**src/rtl/seq_arbiter.sv**
```systemverilog
// seq_arbiter: two-requester arbiter that runs a START/ACTIVE/DONE
// transaction for the winner, with round-robin tie-breaking.
//
// Ports:
//   clk, rst_n     clock, asynchronous active-low reset
//   a_in, b_in     level requests from requesters A and B
//   c_ou           one-cycle start strobe
//   d_ou           active phase, high for HOLD cycles
//   e_ou           idle indicator
//   gnt_a, gnt_b   one-hot owner of the current transaction
//   cnt_ou         remaining active cycles, 0 outside ACTIVE
//
// Config macro SEQ_ARB_FIXED_PRIO_EN: when defined, ties always go
// to A and no round-robin pointer is kept.

module seq_arbiter #(
    parameter int unsigned HOLD = 2
) (
    input  logic       clk,
    input  logic       rst_n,
    input  logic       a_in,
    input  logic       b_in,
    output logic       c_ou,
    output logic       d_ou,
    output logic       e_ou,
    output logic       gnt_a,
    output logic       gnt_b,
    output logic [3:0] cnt_ou
);

    typedef enum logic [1:0] {
        IDLE,
        START,
        ACTIVE,
        DONE
    } state_t;

    localparam logic [3:0] HOLD_V = 4'(HOLD);

    state_t     state_q, state_d;
    logic [3:0] cnt_q, cnt_d;
    logic       ga_q, ga_d;
    logic       gb_q, gb_d;
    logic       pick_b;

`ifdef SEQ_ARB_FIXED_PRIO_EN
    always_comb begin
        pick_b = b_in & ~a_in;
    end
`else
    // Set when B should win the next tie (A won the last transaction).
    logic prio_b_q, prio_b_d;

    always_comb begin
        pick_b = b_in & (~a_in | prio_b_q);
    end

    always_ff @(posedge clk or negedge rst_n) begin
        if (!rst_n) prio_b_q <= 1'b0;
        else        prio_b_q <= prio_b_d;
    end

    always_comb begin
        prio_b_d = prio_b_q;
        if (state_q == DONE) prio_b_d = ga_q;
    end
`endif

    always_ff @(posedge clk or negedge rst_n) begin
        if (!rst_n) begin
            state_q <= IDLE;
            cnt_q   <= 4'd0;
            ga_q    <= 1'b0;
            gb_q    <= 1'b0;
        end else begin
            state_q <= state_d;
            cnt_q   <= cnt_d;
            ga_q    <= ga_d;
            gb_q    <= gb_d;
        end
    end

    always_comb begin
        state_d = state_q;
        cnt_d   = cnt_q;
        ga_d    = ga_q;
        gb_d    = gb_q;
        case (state_q)
            IDLE: begin
                if (a_in | b_in) begin
                    state_d = START;
                    ga_d    = ~pick_b;
                    gb_d    = pick_b;
                end
            end
            START: begin
                state_d = ACTIVE;
                cnt_d   = HOLD_V;
            end
            ACTIVE: begin
                // Reaches 0 on the edge into DONE.
                cnt_d = cnt_q - 4'd1;
                if (cnt_q == 4'd1) state_d = DONE;
            end
            DONE: begin
                state_d = IDLE;
                ga_d    = 1'b0;
                gb_d    = 1'b0;
            end
            default: begin
                state_d = IDLE;
                cnt_d   = 4'd0;
                ga_d    = 1'b0;
                gb_d    = 1'b0;
            end
        endcase
    end

    assign c_ou   = (state_q == START);
    assign d_ou   = (state_q == ACTIVE);
    assign e_ou   = (state_q == IDLE);
    assign gnt_a  = ga_q;
    assign gnt_b  = gb_q;
    assign cnt_ou = cnt_q;

endmodule

```
**config.mk**
```make
export PLATFORM = sky130hd
export DESIGN_NAME = seq_arbiter
export DESIGN_NICKNAME = d
export VERILOG_FILES = /design/src/rtl/seq_arbiter.sv
export SDC_FILE = /design/constraint.sdc
export NUM_CORES = 1
export LEC_CHECK = 0
export BUFFER_PORTS_ARGS = -buffer_cell sky130_fd_sc_hd__buf_2
export CORE_AREA = 2 2 39 41
export CTS_BUF_LIST = sky130_fd_sc_hd__clkbuf_4
export CTS_CLUSTER_DIAMETER = 100
export DETAILED_ROUTE_END_ITERATION = 12
export DIE_AREA = 0 0 41 43
export SLEW_MARGIN = 20
export SYNTH_ARGS = -nofsm -noshare
export SYNTH_HDL_FRONTEND = slang
export SYNTH_SLANG_ARGS = --single-unit
```
**constraint.sdc**
```tcl
create_clock -name clk -period 1.5 [get_ports clk]
set_input_delay 0.075 -clock clk [delete_from_list [all_inputs] [get_ports clk]]
set_output_delay 0.075 -clock clk [all_outputs]
set_load 0.05 [all_outputs]
```
==> metrics.log, run 1 <==
[metrics] worst-skew pair later-pin latency: 0.25 ns
[metrics] kind of launch point of the worst setup path: register
[metrics] clock tree from TritonCTS: built
[metrics] wire length of the first global-routing pass: 1.62 mm
[metrics] critical path fanouts, max: 2
[metrics] y dimension of the die: 43 um
[metrics] vias in the first global route: 400
[metrics] count of unique library cells instantiated by Yosys: 19
[metrics] diodes inserted: 0
[metrics] Critical Setup Path Class: reg -> reg
[metrics] net count reported at finish: 79
[metrics] leading cell types by total area after synthesis: sky130_fd_sc_hd__dfrtp_1 (45%), sky130_fd_sc_hd__ha_1 (15%), sky130_fd_sc_hd__a22o_1 (5.3%)
[metrics] Post-Syn Area per Cell: 11.0 um2
[metrics] area of the core region: 1380 um2
[metrics] Net Count, Synth: 55
[metrics] antenna violations before repair: 0
[metrics] Max Clock Skew: 0.00495 ns
[metrics] GR peak layer: met2
[metrics] Mapped Area: 497 um2
[metrics] Layout Cell Area excl Fill: 688 um2
[metrics] maximum clock rate: 624 MHz
[metrics] violated checks: negative setup slack
[metrics] Cell Count, Final, Fillers Out: 84
[metrics] routed length per placed instance: 11.2 um
[metrics] basic-gate share of the synthesized area counting and, or, nand and nor cells: 9.82%
[metrics] pin count of the biggest net entering global routing: 10
[metrics] Top delay family on crit path: flip-flops
[metrics] fraction of the mapped netlist area in compound gates: 18.6%
[metrics] fraction of layout instances using a drive strength above 1: 47.1%
[metrics] total buffers and inverters traversed by the critical path: 1
[metrics] Worst setup EP type: register
[metrics] source of the worst register-to-register timing path: cnt_ou[1]$_DFFE_PN0P_
[metrics] number of search-and-repair iterations in the first detailed-routing pass: 4
[metrics] Relative slew margins: 84.0%
[metrics] unrepaired setup endpoints after global routing: true
[metrics] sequential area share after synthesis: 45.3%
[metrics] met1 global-route usage: 16.9%
[metrics] share of the core filled with cells in the final layout: 49.7%
[metrics] final critical-path share of the clock period: 107%
[metrics] sum of overflow across all layers after global routing: 0
[metrics] DIE WIDTH: 41 um
[metrics] initial cell density of the core: 35.9%
[metrics] slew at the pin closest to its max-slew limit: 0.240 ns
[metrics] cell row count: 14
[metrics] area of all sequential standard cells: 228 um2
[metrics] wirelength, routed: 940 um
[metrics] cell with the most instances after synthesis: sky130_fd_sc_hd__dfrtp_1
[metrics] async set-reset flop share out of synthesis: 100%
[metrics] setup slack of the most critical reg-to-reg path: -0.10 ns
[metrics] worst slack at placement: -0.0789 ns
[metrics] adder and majority cell fraction of the synthesized area: 15.1%
[metrics] remaining antenna violation count after routing: 0
[metrics] final hold viol count: 0
[metrics] met3 routing resource usage after global routing: 4.71%
[metrics] global router's overall resource usage: 14.1%
[metrics] via density per instance: 4.87
[metrics] Filler Cells Inserted: 130
[metrics] via total after detailed routing: 409
[metrics] shortest clock period the worst path allows after layout: 1.60 ns
[metrics] destination of the worst register-to-register timing path: state_q[1]$_DFFE_PN0P_
[metrics] most area-hungry cell type in the Yosys netlist: sky130_fd_sc_hd__dfrtp_1
[metrics] I/O pin cnt: 13
[metrics] leading cell types by count after synthesis: sky130_fd_sc_hd__dfrtp_1 (9), sky130_fd_sc_hd__ha_1 (6), sky130_fd_sc_hd__inv_1 (6)
[metrics] area of the multi-input gates: 273 um2
[metrics] data arrival time at the worst-slack endpoint: 1.74 ns
[metrics] setup-violating endpoint count in the final report: 1
[metrics] synthesis-to-layout area growth: 38.5%
[metrics] number of max-slew violations in the final report: 0
[metrics] least setup slack across all paths after layout: -0.103 ns
[metrics] maximum buffer depth of the clock tree: 2
[metrics] total half-perimeter wirelength after legalization and detailed placement: 746 um
[metrics] post-synthesis instance total: 45
[metrics] main combinational cell family by area after synthesis: compound AO/OA/AOI/OAI gates
[metrics] register bit total from synthesis: 9
[metrics] status: finished with violations
[metrics] commonest register cell after synthesis: sky130_fd_sc_hd__dfrtp_1
[metrics] count of input and output buffers: 12
[metrics] clock root buffer master: sky130_fd_sc_hd__clkbuf_4
[metrics] xor and xnor area share after synthesis: 0%
[metrics] number of H-tree levels: 1
[metrics] drc violations: 0
[metrics] detailed router's first-iteration violation count: 7
[metrics] Req. time, crit path: 1.64 ns
[metrics] highest cell delay on the worst timing path: 0.41 ns
[metrics] post-place instance area: 622 um2
[metrics] clock tree sinks: 9
[metrics] post-placement cell count: 78
[metrics] path category of the worst min-delay check: in -> async
[metrics] multiplexer fraction of the synthesized cell area: 6.55%
[metrics] weighted congestion at the end of routability-driven global placement: 0.728
[metrics] Worst Reg-to-Reg Cells: 5
[metrics] total clock buffers created by CTS: 3
[metrics] fraction of synthesized cell area taken by the top area cell type: 45.3%
[metrics] clock-pin slew reported for the worst setup and hold paths after clock tree synthesis: 0.06 ns
[metrics] met2 demand-to-capacity share in global routing: 20.0%
[metrics] total of warnings raised by yosys: 0
[metrics] Cell Chain, Critical Path: inv_2 > ha_4 > or3b_4 > a22oi_2 > mux2_4
[metrics] Die Area: 1760 um2
[metrics] number of enable-type register cells in the synthesized netlist: 0
[metrics] cell with the biggest individual delay on the critical path: sky130_fd_sc_hd__dfrtp_2
[metrics] max-cap violation count: 0
-- sequential cells by signal, indices dropped and copies added (netlist names) --
| register | cells |
|---|---|
| cnt_ou | 4 |
| gnt_a | 1 |
| gnt_b | 1 |
| prio_b_q | 1 |
| state_q | 2 |
-- layout by cell type, fill, tap and decap left out, types with 2 or more instances in the layout --
master / instances
sky130_fd_sc_hd__dfrtp_1: 7
sky130_fd_sc_hd__inv_1: 5
sky130_fd_sc_hd__ha_1: 3
sky130_fd_sc_hd__dfrtp_2: 2
sky130_fd_sc_hd__a22o_1: 3
sky130_fd_sc_hd__ha_2: 2
sky130_fd_sc_hd__buf_4: 6
sky130_fd_sc_hd__nand2_1: 2
sky130_fd_sc_hd__a32o_1: 2
sky130_fd_sc_hd__buf_2: 12
sky130_fd_sc_hd__nor2_1: 4
sky130_fd_sc_hd__clkbuf_4: 4
sky130_fd_sc_hd__nand2b_1: 2
-- metal layers --
metal / wire length, um / part of all wire [%]
met1: 433 / 46
met5: 0 / 0
met3: 45 / 4.8
met4: 22 / 2.3
met2: 439 / 47
-- stage by stage --
step                hold slack, ns  TNS (ns)
finish                       0.199    -0.103
global route                 0.224    -0.177
detailed placement         -0.0615   -0.0789
global placement           -0.0624   -0.0390
CTS                          0.206   -0.0806
floorplan                   -0.221    -0.192
-- repair_timing --
action	CTS	global route
hold buffers	1	0
endpoints found under the setup margin	1	2
hold endpoints to repair	9	0
pin swaps	0	2
setup buffers	0	1
gates resized for setup	1	3
-- kinds of logic (layout without fill, tap and decap cells) --
kind of cell | after synthesis | after routing
flip-flops | 9 | 9
adder cells (fa/ha/maj) | 6 | 6
buffers and inverters | 6 | 29
AO/OA/AOI/OAI | 11 | 11
AND/OR/NAND/NOR | 10 | 10
multiplexers | 3 | 3
-- worst max path at each step --
| stage | startpoint | endpoint | slack, ns | cells past startpoint |
|---|---|---|---|---|
| floorplan | cnt_ou[1]$_DFFE_PN0P_ | state_q[1]$_DFFE_PN0P_ | -0.19 | 5 |
| global placement | cnt_ou[1]$_DFFE_PN0P_ | state_q[1]$_DFFE_PN0P_ | -0.04 | 5 |
| detailed placement | cnt_ou[1]$_DFFE_PN0P_ | state_q[1]$_DFFE_PN0P_ | -0.08 | 5 |
| CTS | cnt_ou[1]$_DFFE_PN0P_ | state_q[1]$_DFFE_PN0P_ | -0.08 | 5 |
| global route | cnt_ou[1]$_DFFE_PN0P_ | state_q[1]$_DFFE_PN0P_ | -0.15 | 5 |
| finish | cnt_ou[1]$_DFFE_PN0P_ | state_q[1]$_DFFE_PN0P_ | -0.10 | 5 |
-- layout make-up --
class | instances | area share (%)
Tap cell | 16 | 2.91
Sequential cell | 9 | 33.1
Timing Repair Buffer | 19 | 16.7
Multi-Input combinational cell | 30 | 39.6
Clock buffer | 4 | 4.36
Inverter | 6 | 3.27
Power of run 1 is left out: the tool's default activity adds up to more than one toggle a clock period on the data nets, which glitch-free logic cannot reach.
==> inputs of run 2 (changes only) <==
ABC_AREA = 1   (was unset)
==> run 2 against run 1 <==
Effect of this change: first-iteration DRC count fell by 71%; count of clock-buffer cells in the layout did not move; the run now ends clean; routed wire length grew 9.8%; utilization decreased by 3.6 points; non-clock buffer count is 6 lower; fmax increased by 15%; largest cell class unchanged; global-route usage increased by 1.4 points; cell area down 7.3%; flip-flop and latch count did not move.
==> metrics.log, run 2 <==
[metrics] I/O pin cnt: 13
[metrics] Layout Cell Area excl Fill: 638 um2
[metrics] y dimension of the die: 43 um
[metrics] commonest register cell after synthesis: sky130_fd_sc_hd__dfrtp_1
[metrics] Net Count, Synth: 74
[metrics] Cell Chain, Critical Path: inv_1 > ha_1 > buf_2
[metrics] Top delay family on crit path: flip-flops
[metrics] sequential area share after synthesis: 43.7%
[metrics] cell count of the worst hold path: 4
[metrics] clock-pin slew reported for the worst setup and hold paths after clock tree synthesis: 0.06 ns
[metrics] data arrival time at the worst-slack endpoint: 1.32 ns
[metrics] slew at the pin closest to its max-slew limit: 0.244 ns
[metrics] Req. time, crit path: 1.42 ns
[metrics] Relative slew margins: 83.6%
[metrics] total clock buffers created by CTS: 3
[metrics] kind of launch point of the worst setup path: register
[metrics] max-cap violation count: 0
[metrics] Die Area: 1760 um2
[metrics] routed length per placed instance: 10.6 um
[metrics] number of max-slew violations in the final report: 0
[metrics] clock root buffer master: sky130_fd_sc_hd__clkbuf_4
[metrics] diodes inserted: 0
[metrics] Post-Syn Area per Cell: 8.05 um2
[metrics] initial cell density of the core: 37.3%
[metrics] wire length of the first global-routing pass: 1.72 mm
[metrics] number of flip-flops under the largest register name: 4
[metrics] total of warnings raised by yosys: 0
[metrics] destination of the worst register-to-register timing path: cnt_ou[3]$_DFFE_PN0P_
[metrics] DIE WIDTH: 41 um
[metrics] status: finished clean
[metrics] clock tree from TritonCTS: built
[metrics] Hold Path Sink: gnt_a$_DFFE_PN0P_
[metrics] source of the worst register-to-register timing path: state_q[1]$_DFFE_PN0P_
[metrics] setup slack of the most critical reg-to-reg path: 0.14 ns
[metrics] most common library cell in the layout ignoring fill and taps: sky130_fd_sc_hd__nand2_1
[metrics] total buffers and inverters traversed by the critical path: 2
[metrics] remaining antenna violation count after routing: 0
[metrics] detailed router's first-iteration violation count: 2
[metrics] cell with the biggest individual delay on the critical path: sky130_fd_sc_hd__dfrtp_1
[metrics] register bit total from synthesis: 9
[metrics] final hold viol count: 0
[metrics] vias in the first global route: 435
[metrics] Critical Setup Path Class: reg -> out
[metrics] global router's overall resource usage: 15.5%
[metrics] number of search-and-repair iterations in the first detailed-routing pass: 3
[metrics] Mapped Area: 515 um2
[metrics] highest cell delay on the worst timing path: 0.41 ns
[metrics] Cell Count, Final, Fillers Out: 97
[metrics] Worst Reg-to-Reg Cells: 7
[metrics] cell with the most instances after synthesis: sky130_fd_sc_hd__nand2_1
[metrics] final critical-path share of the clock period: 93.3%
[metrics] clock tree sinks: 9
[metrics] worst-skew pair later-pin latency: 0.26 ns
[metrics] synthesis-to-layout area growth: 23.8%
[metrics] via total after detailed routing: 460
[metrics] count of input and output buffers: 12
[metrics] critical path fanouts, max: 6
[metrics] post-synthesis instance total: 64
[metrics] most area-hungry cell type in the Yosys netlist: sky130_fd_sc_hd__dfrtp_1
[metrics] path category of the worst min-delay check: in -> reg
[metrics] post-place instance area: 596 um2
[metrics] number of H-tree levels: 1
[metrics] pin count of the biggest net entering global routing: 10
[metrics] area of the core region: 1380 um2
[metrics] setup_tns: 0 ns
[metrics] post-placement cell count: 92
[metrics] total half-perimeter wirelength after legalization and detailed placement: 798 um
[metrics] net count reported at finish: 92
[metrics] leading cell types by count after synthesis: sky130_fd_sc_hd__nand2_1 (21), sky130_fd_sc_hd__dfrtp_1 (9), sky130_fd_sc_hd__nor2_1 (7)
[metrics] via density per instance: 4.74
[metrics] leading cell types by total area after synthesis: sky130_fd_sc_hd__dfrtp_1 (44%), sky130_fd_sc_hd__nand2_1 (15%), sky130_fd_sc_hd__ha_1 (15%)
[metrics] antenna violations before repair: 0
[metrics] fraction of layout instances using a drive strength above 1: 25.9%
[metrics] fraction of synthesized cell area taken by the top area cell type: 43.7%
[metrics] shortest clock period the worst path allows after layout: 1.40 ns
[metrics] cell row count: 14
[metrics] weighted congestion at the end of routability-driven global placement: 0.725
[metrics] maximum clock rate: 714 MHz
[metrics] sum of overflow across all layers after global routing: 0
[metrics] drc violations: 0
[metrics] setup-violating endpoint count in the final report: 0
[metrics] count of unique library cells instantiated by Yosys: 13
[metrics] maximum buffer depth of the clock tree: 2
[metrics] most frequent cells in the layout: sky130_fd_sc_hd__nand2_1 (21), sky130_fd_sc_hd__buf_2 (12), sky130_fd_sc_hd__dfrtp_1 (9), sky130_fd_sc_hd__nor2_1 (7)
[metrics] number of enable-type register cells in the synthesized netlist: 0
[metrics] unrepaired setup endpoints after global routing: false
[metrics] Post-CTS Setup Inserts: 0
[metrics] wirelength, routed: 1.03 mm
[metrics] Max Clock Skew: 0.000723 ns
[metrics] Worst setup EP type: output port
[metrics] async set-reset flop share out of synthesis: 100%
[metrics] worst hold start: b_in
## run 2: changes by cell type after synthesis, moves of 2 or more
cell	before	now
sky130_fd_sc_hd__nand2_1	2	21
sky130_fd_sc_hd__a21oi_1	0	4
sky130_fd_sc_hd__a22o_1	3	0
sky130_fd_sc_hd__nand3_1	0	3
sky130_fd_sc_hd__nor2_1	4	7
sky130_fd_sc_hd__o21ai_0	1	4
sky130_fd_sc_hd__a32o_1	2	0
sky130_fd_sc_hd__nand2b_1	2	0
## run 2: repair_timing
| item | 4_1_cts | 5_1_grt |
|---|---|---|
| endpoints found under the hold margin | 9 | 0 |
| hold buffers | 1 | 0 |
| gates resized for setup | 0 | 1 |
| setup endpoints to repair | 0 | 1 |
## run 2: metal layers
metal  routed length (um)  part of all wire [%]  track usage, %  vias to the layer above
li1                     -                     -               -                      234
met1                  465                    45            18.3                      208
met2                  465                    45            21.3                       13
met3                   48                   4.7            3.14                        5
met4                   52                   5.0            16.0                        0
met5                    0                     0               0                        -
## run 2: area by class of cell
type                       instances  area [um2]
inverter                           6        22.5
timing repair buffer              13        70.1
sequential                         9         225
multi-input combinational         49         270
tap                               16        20.0
clock buffer                       4        30.0
fill                             158         746
## run 2: logic make-up (layout without fill, tap and decap cells)
group / after synthesis / after routing / synth area share (%)
buffers and inverters: 6 / 23 / 4.37
AO/OA/AOI/OAI: 8 / 8 / 7.77
flip-flops: 9 / 9 / 43.7
adder cells (fa/ha/maj): 6 / 6 / 14.6
AND/OR/NAND/NOR: 35 / 35 / 29.6
## run 2: metrics by stage
step | util [%] | hold WS (ns) | setup WS (ns)
6_report | 46.1 | 0.0943 | 0.100
4_1_cts | 45.9 | 0.0893 | 0.100
5_1_grt | 46.1 | 0.139 | 0.00356
3_5_place_dp | 43.0 | -0.0584 | 0.127
2_1_floorplan | - | -0.221 | 0.0111
3_3_place_gp | 43.0 | -0.0582 | 0.130
## run 2: worst max-delay path by stage
stage                     slack, ns  cells past startpoint               endpoint              startpoint
final                          0.10                      3                   d_ou  state_q[0]$_DFFE_PN0P_
after global routing          0.004                      7  cnt_ou[3]$_DFFE_PN0P_  state_q[1]$_DFFE_PN0P_
after CTS                      0.10                      3                   d_ou  state_q[0]$_DFFE_PN0P_
after detailed placement       0.13                      7  cnt_ou[3]$_DFFE_PN0P_  state_q[0]$_DFFE_PN0P_
after global placement         0.13                      5  cnt_ou[2]$_DFFE_PN0P_  state_q[1]$_DFFE_PN0P_
after floorplan                0.01                      6      gnt_a$_DFFE_PN0P_  state_q[0]$_DFFE_PN0P_
## run 2: worst reg2reg max path, delay by kind of cell (launching register included)
family	cells	cell delay, ns
flops	1	0.39
buf+inv	2	0.12
simple gates	4	0.36
fa+ha+maj	1	0.38
Power of run 2 is left out for the same reason.
